==> src/rtl/ex_operand_stage_pkg.sv <==
// Shared pipeline definitions for the 8-bit MIPS ID/EX operand stage.
// Covers operand widths, register-zero encoding and the EX operand-mux select encoding.
package ex_operand_stage_pkg;
  localparam int PIPE_DATA_W = 8;
  localparam int PIPE_REG_W  = 3;
  localparam int PIPE_CNT_W  = 16;

  localparam logic FWD_REGFILE = 1'b0;
  localparam logic FWD_BYPASS  = 1'b1;

  localparam logic [PIPE_REG_W-1:0] REG_ZERO = '0;
endpackage

==> src/rtl/ex_operand_stage_hazard_detect.sv <==
// Load-use hazard compare between the instruction in ID and a load sitting in EX.
// The result is purely combinational; the caller turns it into a bubble.
module hazard_detect
  import ex_operand_stage_pkg::*;
#(
  parameter int REG_W = PIPE_REG_W
) (
  input  logic             id_valid,
  input  logic [REG_W-1:0] id_rs,
  input  logic [REG_W-1:0] id_rt,
  input  logic             ex_valid,
  input  logic             ex_mem_read,
  input  logic [REG_W-1:0] ex_rd,
  output logic             stall
);

  logic rd_nonzero;
  logic src_match;

  // A load into r0 never produces a value anyone can consume.
  assign rd_nonzero = (ex_rd != REG_W'(REG_ZERO));
  assign src_match  = (ex_rd == id_rs) | (ex_rd == id_rt);
  assign stall      = id_valid & ex_valid & ex_mem_read & rd_nonzero & src_match;

endmodule

==> src/rtl/ex_operand_stage.sv <==
// ID/EX operand stage: registers decoded operands, tracks the EX/MEM destination,
// drives per-operand bypass select/data and inserts a bubble on load-use hazards.
module ex_operand_stage
  import ex_operand_stage_pkg::*;
#(
  parameter int DATA_W = PIPE_DATA_W,
  parameter int REG_W  = PIPE_REG_W,
  parameter int CNT_W  = PIPE_CNT_W
) (
  input  logic              clk,
  input  logic              reset,
  input  logic              id_valid,
  input  logic [REG_W-1:0]  id_rs,
  input  logic [REG_W-1:0]  id_rt,
  input  logic [REG_W-1:0]  id_rd,
  input  logic [DATA_W-1:0] id_rs_data,
  input  logic [DATA_W-1:0] id_rt_data,
  input  logic              id_reg_write,
  input  logic              id_mem_read,
  input  logic              flush,
  input  logic [DATA_W-1:0] ex_result,
  input  logic              wb_valid,
  input  logic              wb_reg_write,
  input  logic [REG_W-1:0]  wb_rd,
  input  logic [DATA_W-1:0] wb_data,
  output logic              id_ready,
  output logic              ex_valid,
  output logic [REG_W-1:0]  ex_rs,
  output logic [REG_W-1:0]  ex_rt,
  output logic [REG_W-1:0]  ex_rd,
  output logic [DATA_W-1:0] ex_rs_data,
  output logic [DATA_W-1:0] ex_rt_data,
  output logic              ex_reg_write,
  output logic              ex_mem_read,
  output logic              fwd_sel_a,
  output logic              fwd_sel_b,
  output logic [DATA_W-1:0] fwd_data_a,
  output logic [DATA_W-1:0] fwd_data_b,
  output logic [CNT_W-1:0]  stall_count
);

  function automatic logic [CNT_W-1:0] sat_inc(input logic [CNT_W-1:0] cnt);
    return (cnt == {CNT_W{1'b1}}) ? cnt : cnt + 1'b1;
  endfunction

  // Returns {select, bypass data}; a non-load result in MEM beats WB.
  function automatic logic [DATA_W:0] fwd_pick(
    input logic              ex_vld,
    input logic [REG_W-1:0]  src,
    input logic              m_vld,
    input logic              m_rw,
    input logic              m_mr,
    input logic [REG_W-1:0]  m_rd,
    input logic [DATA_W-1:0] m_data,
    input logic              w_vld,
    input logic              w_rw,
    input logic [REG_W-1:0]  w_rd,
    input logic [DATA_W-1:0] w_data
  );
    logic              src_nz;
    logic              mem_hit;
    logic              wb_hit;
    logic [DATA_W-1:0] data;
    src_nz  = (src != REG_W'(REG_ZERO));
    mem_hit = ex_vld & m_vld & m_rw & ~m_mr & (m_rd == src) & src_nz;
    wb_hit  = ex_vld & w_vld & w_rw & (w_rd == src) & src_nz;
    if (mem_hit)
      data = m_data;
    else if (wb_hit)
      data = w_data;
    else
      data = '0;
    return {((mem_hit | wb_hit) ? FWD_BYPASS : FWD_REGFILE), data};
  endfunction

  logic              stall;

  logic              vld_p1;
  logic [REG_W-1:0]  rs_p1;
  logic [REG_W-1:0]  rt_p1;
  logic [REG_W-1:0]  rd_p1;
  logic [DATA_W-1:0] rs_data_p1;
  logic [DATA_W-1:0] rt_data_p1;
  logic              reg_write_p1;
  logic              mem_read_p1;

  logic              vld_p2;
  logic [REG_W-1:0]  rd_p2;
  logic              reg_write_p2;
  logic              mem_read_p2;
  logic [DATA_W-1:0] data_p2;

  logic [CNT_W-1:0]  stall_cnt;
  logic [DATA_W:0]   fwd_a;
  logic [DATA_W:0]   fwd_b;

  hazard_detect #(
    .REG_W(REG_W)
  ) u_hazard (
    .id_valid    (id_valid),
    .id_rs       (id_rs),
    .id_rt       (id_rt),
    .ex_valid    (vld_p1),
    .ex_mem_read (mem_read_p1),
    .ex_rd       (rd_p1),
    .stall       (stall)
  );

  // A taken branch kills the stalled instruction anyway, so ID may advance.
  assign id_ready = ~stall | flush;

  // ---- ID -> EX boundary ----
  always_ff @(posedge clk or posedge reset) begin
    if (reset) begin
      vld_p1       <= 1'b0;
      rs_p1        <= '0;
      rt_p1        <= '0;
      rd_p1        <= '0;
      rs_data_p1   <= '0;
      rt_data_p1   <= '0;
      reg_write_p1 <= 1'b0;
      mem_read_p1  <= 1'b0;
    end else if (flush || stall) begin
      vld_p1 <= 1'b0;
    end else begin
      vld_p1       <= id_valid;
      rs_p1        <= id_rs;
      rt_p1        <= id_rt;
      rd_p1        <= id_rd;
      rs_data_p1   <= id_rs_data;
      rt_data_p1   <= id_rt_data;
      reg_write_p1 <= id_reg_write;
      mem_read_p1  <= id_mem_read;
    end
  end

  // ---- EX -> MEM boundary ----
  always_ff @(posedge clk or posedge reset) begin
    if (reset) begin
      vld_p2       <= 1'b0;
      rd_p2        <= '0;
      reg_write_p2 <= 1'b0;
      mem_read_p2  <= 1'b0;
      data_p2      <= '0;
    end else begin
      vld_p2       <= vld_p1;
      rd_p2        <= rd_p1;
      reg_write_p2 <= reg_write_p1;
      mem_read_p2  <= mem_read_p1;
      data_p2      <= ex_result;
    end
  end

  always_ff @(posedge clk or posedge reset) begin
    if (reset)
      stall_cnt <= '0;
    else if (stall && !flush)
      stall_cnt <= sat_inc(stall_cnt);
  end

  assign fwd_a = fwd_pick(vld_p1, rs_p1, vld_p2, reg_write_p2, mem_read_p2, rd_p2, data_p2,
                          wb_valid, wb_reg_write, wb_rd, wb_data);
  assign fwd_b = fwd_pick(vld_p1, rt_p1, vld_p2, reg_write_p2, mem_read_p2, rd_p2, data_p2,
                          wb_valid, wb_reg_write, wb_rd, wb_data);

  assign fwd_sel_a  = fwd_a[DATA_W];
  assign fwd_data_a = fwd_a[DATA_W-1:0];
  assign fwd_sel_b  = fwd_b[DATA_W];
  assign fwd_data_b = fwd_b[DATA_W-1:0];

  assign ex_valid     = vld_p1;
  assign ex_rs        = rs_p1;
  assign ex_rt        = rt_p1;
  assign ex_rd        = rd_p1;
  assign ex_rs_data   = rs_data_p1;
  assign ex_rt_data   = rt_data_p1;
  assign ex_reg_write = reg_write_p1;
  assign ex_mem_read  = mem_read_p1;
  assign stall_count  = stall_cnt;

endmodule

==> config.mk <==
export PLATFORM = sky130hd
export DESIGN_NAME = ex_operand_stage
export DESIGN_NICKNAME = d
export VERILOG_FILES = /design/src/rtl/ex_operand_stage_pkg.sv /design/src/rtl/ex_operand_stage_hazard_detect.sv /design/src/rtl/ex_operand_stage.sv
export SDC_FILE = /design/constraint.sdc
export NUM_CORES = 1
export LEC_CHECK = 0
export CAP_MARGIN = 20
export CELL_PAD_IN_SITES_DETAIL_PLACEMENT = 1
export CELL_PAD_IN_SITES_GLOBAL_PLACEMENT = 2
export CORE_AREA = 3 3 105 107
export CTS_CLUSTER_SIZE = 10
export DETAILED_ROUTE_END_ITERATION = 8
export DIE_AREA = 0 0 108 110
export PLACE_DENSITY_LB_ADDON = 0.1
export SLEW_MARGIN = 20
export SYNTH_ARGS = -nofsm -noshare
export SYNTH_HDL_FRONTEND = slang
export SYNTH_SLANG_ARGS = --single-unit
==> constraint.sdc <==
create_clock -name clk -period 2 [get_ports clk]
set_input_delay 0.2 -clock clk [delete_from_list [all_inputs] [get_ports clk]]
set_output_delay 0.2 -clock clk [all_outputs]
set_load 0.1 [all_outputs]
==> impl_metrics.csv <==
group,metric,value,unit
critical_path,crit_type,"register to output pin",
logic_synthesis,synth_ff_type,"dfrtp_1",
logic_synthesis,yosys.area.top_type,"dfrtp_1",
global_routing,grt_pass1_vias,2323,
min_path,hp-class,"primary input to asynchronous set/reset pin",
logic_synthesis,synth_edf_count,0,
sta,tightest_slew,588,ps
logic_synthesis,ys_types,33,
cts,cts_hold_buf,0,
logic_synthesis,synthAdderAreaFrac,0.456,%
place,globalplace.congestion,0.681,
pwr,p_int,2.26,mW
sta,fin_ws,-230,ps
sta,skew,13.8,ps
detailed_routing,wl_per_cell,16.9,µm
logic_synthesis,synth_top_area_share,52.8,%
cts,cts.path.max_buffers,2,
pwr,pwr-share-clk,29.4,%
global_routing,grt_usage,14.0,%
sta,min_period,2230,ps
global_routing,overflow,0,
critical_path,slowest_delay,480,ps
place,placed_area,4320,µm²
floorplan,core,10200,µm²
floorplan,die_area,11900,µm²
sta,grt_setup_unrepaired,"yes",
final_layout,mostFrequentLayoutCells,"66 x buf_4, 51 x clkdlybuf4s50_1, 31 x dfrtp_1",
global_routing,antenna_found_initial,0,
final_layout,drive_gt1_share,56.6,%
final_layout,syn_to_final_growth,78.1,%
sta,max-slew-margin-rel,60.7,%
detailed_routing,dr.pass1.iters,4,
place,placement.io_buffers,114,
logic_synthesis,synth_area_leaders,"dfrtp_1 53%, mux2_4 11%, xor2_1 7.3%, a22o_1 5.1%, mux2_2 3.3%",
logic_synthesis,synth_top_family_by_area,"multiplexers",
place,dp_cells,469,
pwr,powerDensity,747,nW/µm²
sta,slew_violations,0,
logic_synthesis,synthMuxAreaShare,14.2,%
critical_path,critical_path.max_fanout,8,
final_layout,final_util,47.8,%
status,outcome,"finished, violations left",
cts,clock-sinks,58,
global_routing,grt_max_degree,59,
cts,cts_tree,"yes",
critical_path,required,1800,ps
floorplan,io_pins,115,
detailed_routing,drt_wl_total,8550,µm
logic_synthesis,synth_fp_nets,261,
sta,hold_viol_final,0,
logic_synthesis,syn_inst,208,
final_layout,diodes,0,
logic_synthesis,avgSynthCellArea,13.2,µm²
floorplan,die_w,108,µm
cts,root_buffer,"clkbuf_8",
detailed_routing,first_iter_violations,63,
status,violations,"negative setup slack",
flow_run,drv_cap,0,
final_layout,fillers,1074,
floorplan,rows,37,
pwr,power_leakage,2.19,nW
sta,finalSetupViolCount,19,
detailed_routing,via_per_inst,4.47,
floorplan,initial_utilization,26.8,%
logic_synthesis,synth_compound_area_share,7.52,%
logic_synthesis,seq_area_frac_synth,52.8,%
logic_synthesis,synthArstFlopShare,100,%
pwr,swShare,38.1,%
logic_synthesis,synth_xor_area_share,9.25,%
final_layout,final_common_cell,"buf_4",
logic_synthesis,synthSimpleGateAreaFrac,13.0,%
critical_path,critPathTopFamily,"flip-flops",
critical_path,crit_top_cell,"buf_12",
final_layout,stdcell_count,505,
place,place_hpwl,6040,µm
floorplan,die_h,110,µm
critical_path,slowest_stage,"dfrtp_2",
sta,fmax,448,MHz
critical_path,cp_num_buf_inv,2,
detailed_routing,num_vias,2258,
pwr,combPwrFrac,33.0,%
critical_path,crit_chain,"xor2_2 > nor4b_4 > nor2_4 > buf_12 > a22o_2 > buf_12",
pwr,power.switching,1.39,mW
global_routing,grt_pass1_wl,12700,µm
logic_synthesis,synth_warnings,0,
critical_path,start_kind,"register",
logic_synthesis,netlist_area,2750,µm²
cts,clk_latency,340,ps
final_layout,post-route-cell-area,4890,µm²
pwr,p_seq_share,37.5,%
sta,period_share,112,%
critical_path,arrival,2030,ps
pwr,ir_drop,772,µV
cts,clkSlewWorstSetupHoldPaths,80,ps
detailed_routing,drc,0,
detailed_routing,drtAntennaViolNets,0,
cts,htree_levels,3,
final_layout,nets,417,
logic_synthesis,ys_ff_latch,58,
critical_path,crit_path_end_kind,"output pin",
cts,cts_buffers,9,
## final timing paths
path | startpoint | to | slack, ps | cells after the start
worst max-delay path | ex_rt[0] | fwd_data_b[6] | -230 | 6
worst min-delay path | reset | ex_rt_data[6] | 250 | 3
worst max register to register | ex_rd[2] | ex_rs_data[0] | 50 | 8
worst min register to register | ex_reg_write | reg_write_p2 | 410 | 0
max in group asynchronous | reset | ex_rs[2] | 1470 | 3
min in group clk | ex_result[1] | data_p2[1] | 300 | 1
## layout make-up
| cell class | count | area (µm²) | area share [%] |
|---|---|---|---|
| clock buffers | 9 | 124 | 2.53 |
| repair buffers | 149 | 1600 | 32.8 |
| well taps | 136 | 170 | 3.48 |
| multi-input cells | 143 | 1430 | 29.2 |
| inverters | 3 | 11.3 | 0.230 |
| clock inverters | 7 | 70.1 | 1.43 |
| flip-flops and latches | 58 | 1490 | 30.4 |
## power by group through the flow
stage | registers [mW] | clock network (mW) | logic (mW)
global placement | 1.39 | 0 | 1.11
global route | 1.39 | 1.18 | 1.26
floorplan | 1.92 | 0 | 0.256
finish | 1.37 | 1.08 | 1.21
detailed placement | 1.40 | 0 | 1.11
CTS | 1.37 | 1.12 | 1.16
## flip-flops by register name (all words and copies together) (netlist names)
signal	count
ex_rt_data	8
data_p2	8
reg_write_p2	1
stall_count	16
rd_p2	3
ex_rs_data	8
ex_reg_write	1
ex_rt	3
vld_p2	1
ex_valid	1
ex_mem_read	1
ex_rs	3
mem_read_p2	1
ex_rd	3
## cells in the mapped netlist (2+ instances only)
| library cell | count |
|---|---|
| inv_1 | 3 |
| dfrtp_1 | 58 |
| nand3_1 | 6 |
| nor3_1 | 11 |
| mux2_4 | 20 |
| nor3_2 | 2 |
| nand4_1 | 6 |
| xnor2_1 | 6 |
| nand2_1 | 10 |
| xor2_1 | 23 |
| nand2b_1 | 2 |
| nor4_1 | 3 |
| o21bai_1 | 2 |
| nor4b_4 | 2 |
| buf_12 | 2 |
| a22o_1 | 16 |
| buf_6 | 2 |
| mux2_2 | 8 |
| nor2_1 | 9 |
| o21ai_0 | 4 |
## per-stage QoR
stage,TNS [ps],power [mW],hold WS (ps),setup WS (ps)
floorplan,-4220,2.17,231,-242
global placement,-393,2.50,390,-70.7
detailed placement,-350,2.51,397,-71.5
CTS,-3300,3.64,246,-199
global route,-5150,3.83,278,-293
finish,-3540,3.66,246,-230
## logic make-up (layout without fill, tap and decap cells)
kind of cell | after synthesis | after routing
adder cells (fa/ha/maj) | 1 | 1
XOR/XNOR | 29 | 29
AO/OA/AOI/OAI | 26 | 26
multiplexers | 28 | 28
flip-flops | 58 | 58
buffers and inverters | 7 | 168
AND/OR/NAND/NOR | 59 | 59
## what timing repair did
item | 4_1_cts | 5_1_grt
endpoints found under the setup margin | 19 | 29
pin swaps | 7 | 11
hold endpoints to repair | 0 | 0
gates cloned | 0 | 2
resized for setup | 6 | 27
setup buffers | 11 | 9
## routing by layer
| metal | vias to the layer above | share of wire [%] | track usage, % |
|---|---|---|---|
| li1 | 1061 | - | - |
| met1 | 1136 | 43 | 18.3 |
| met2 | 55 | 51 | 22.9 |
| met3 | 6 | 4.6 | 3.55 |
| met4 | 0 | 0.99 | 4.60 |
| met5 | - | 0 | 0 |
## tightest hold or removal path: cells and delay by family
| family | cells | cell delay [ps] |
|---|---|---|
| buffers and inverters | 3 | 770 |
Note: power is estimated with default switching activity, not from simulation.
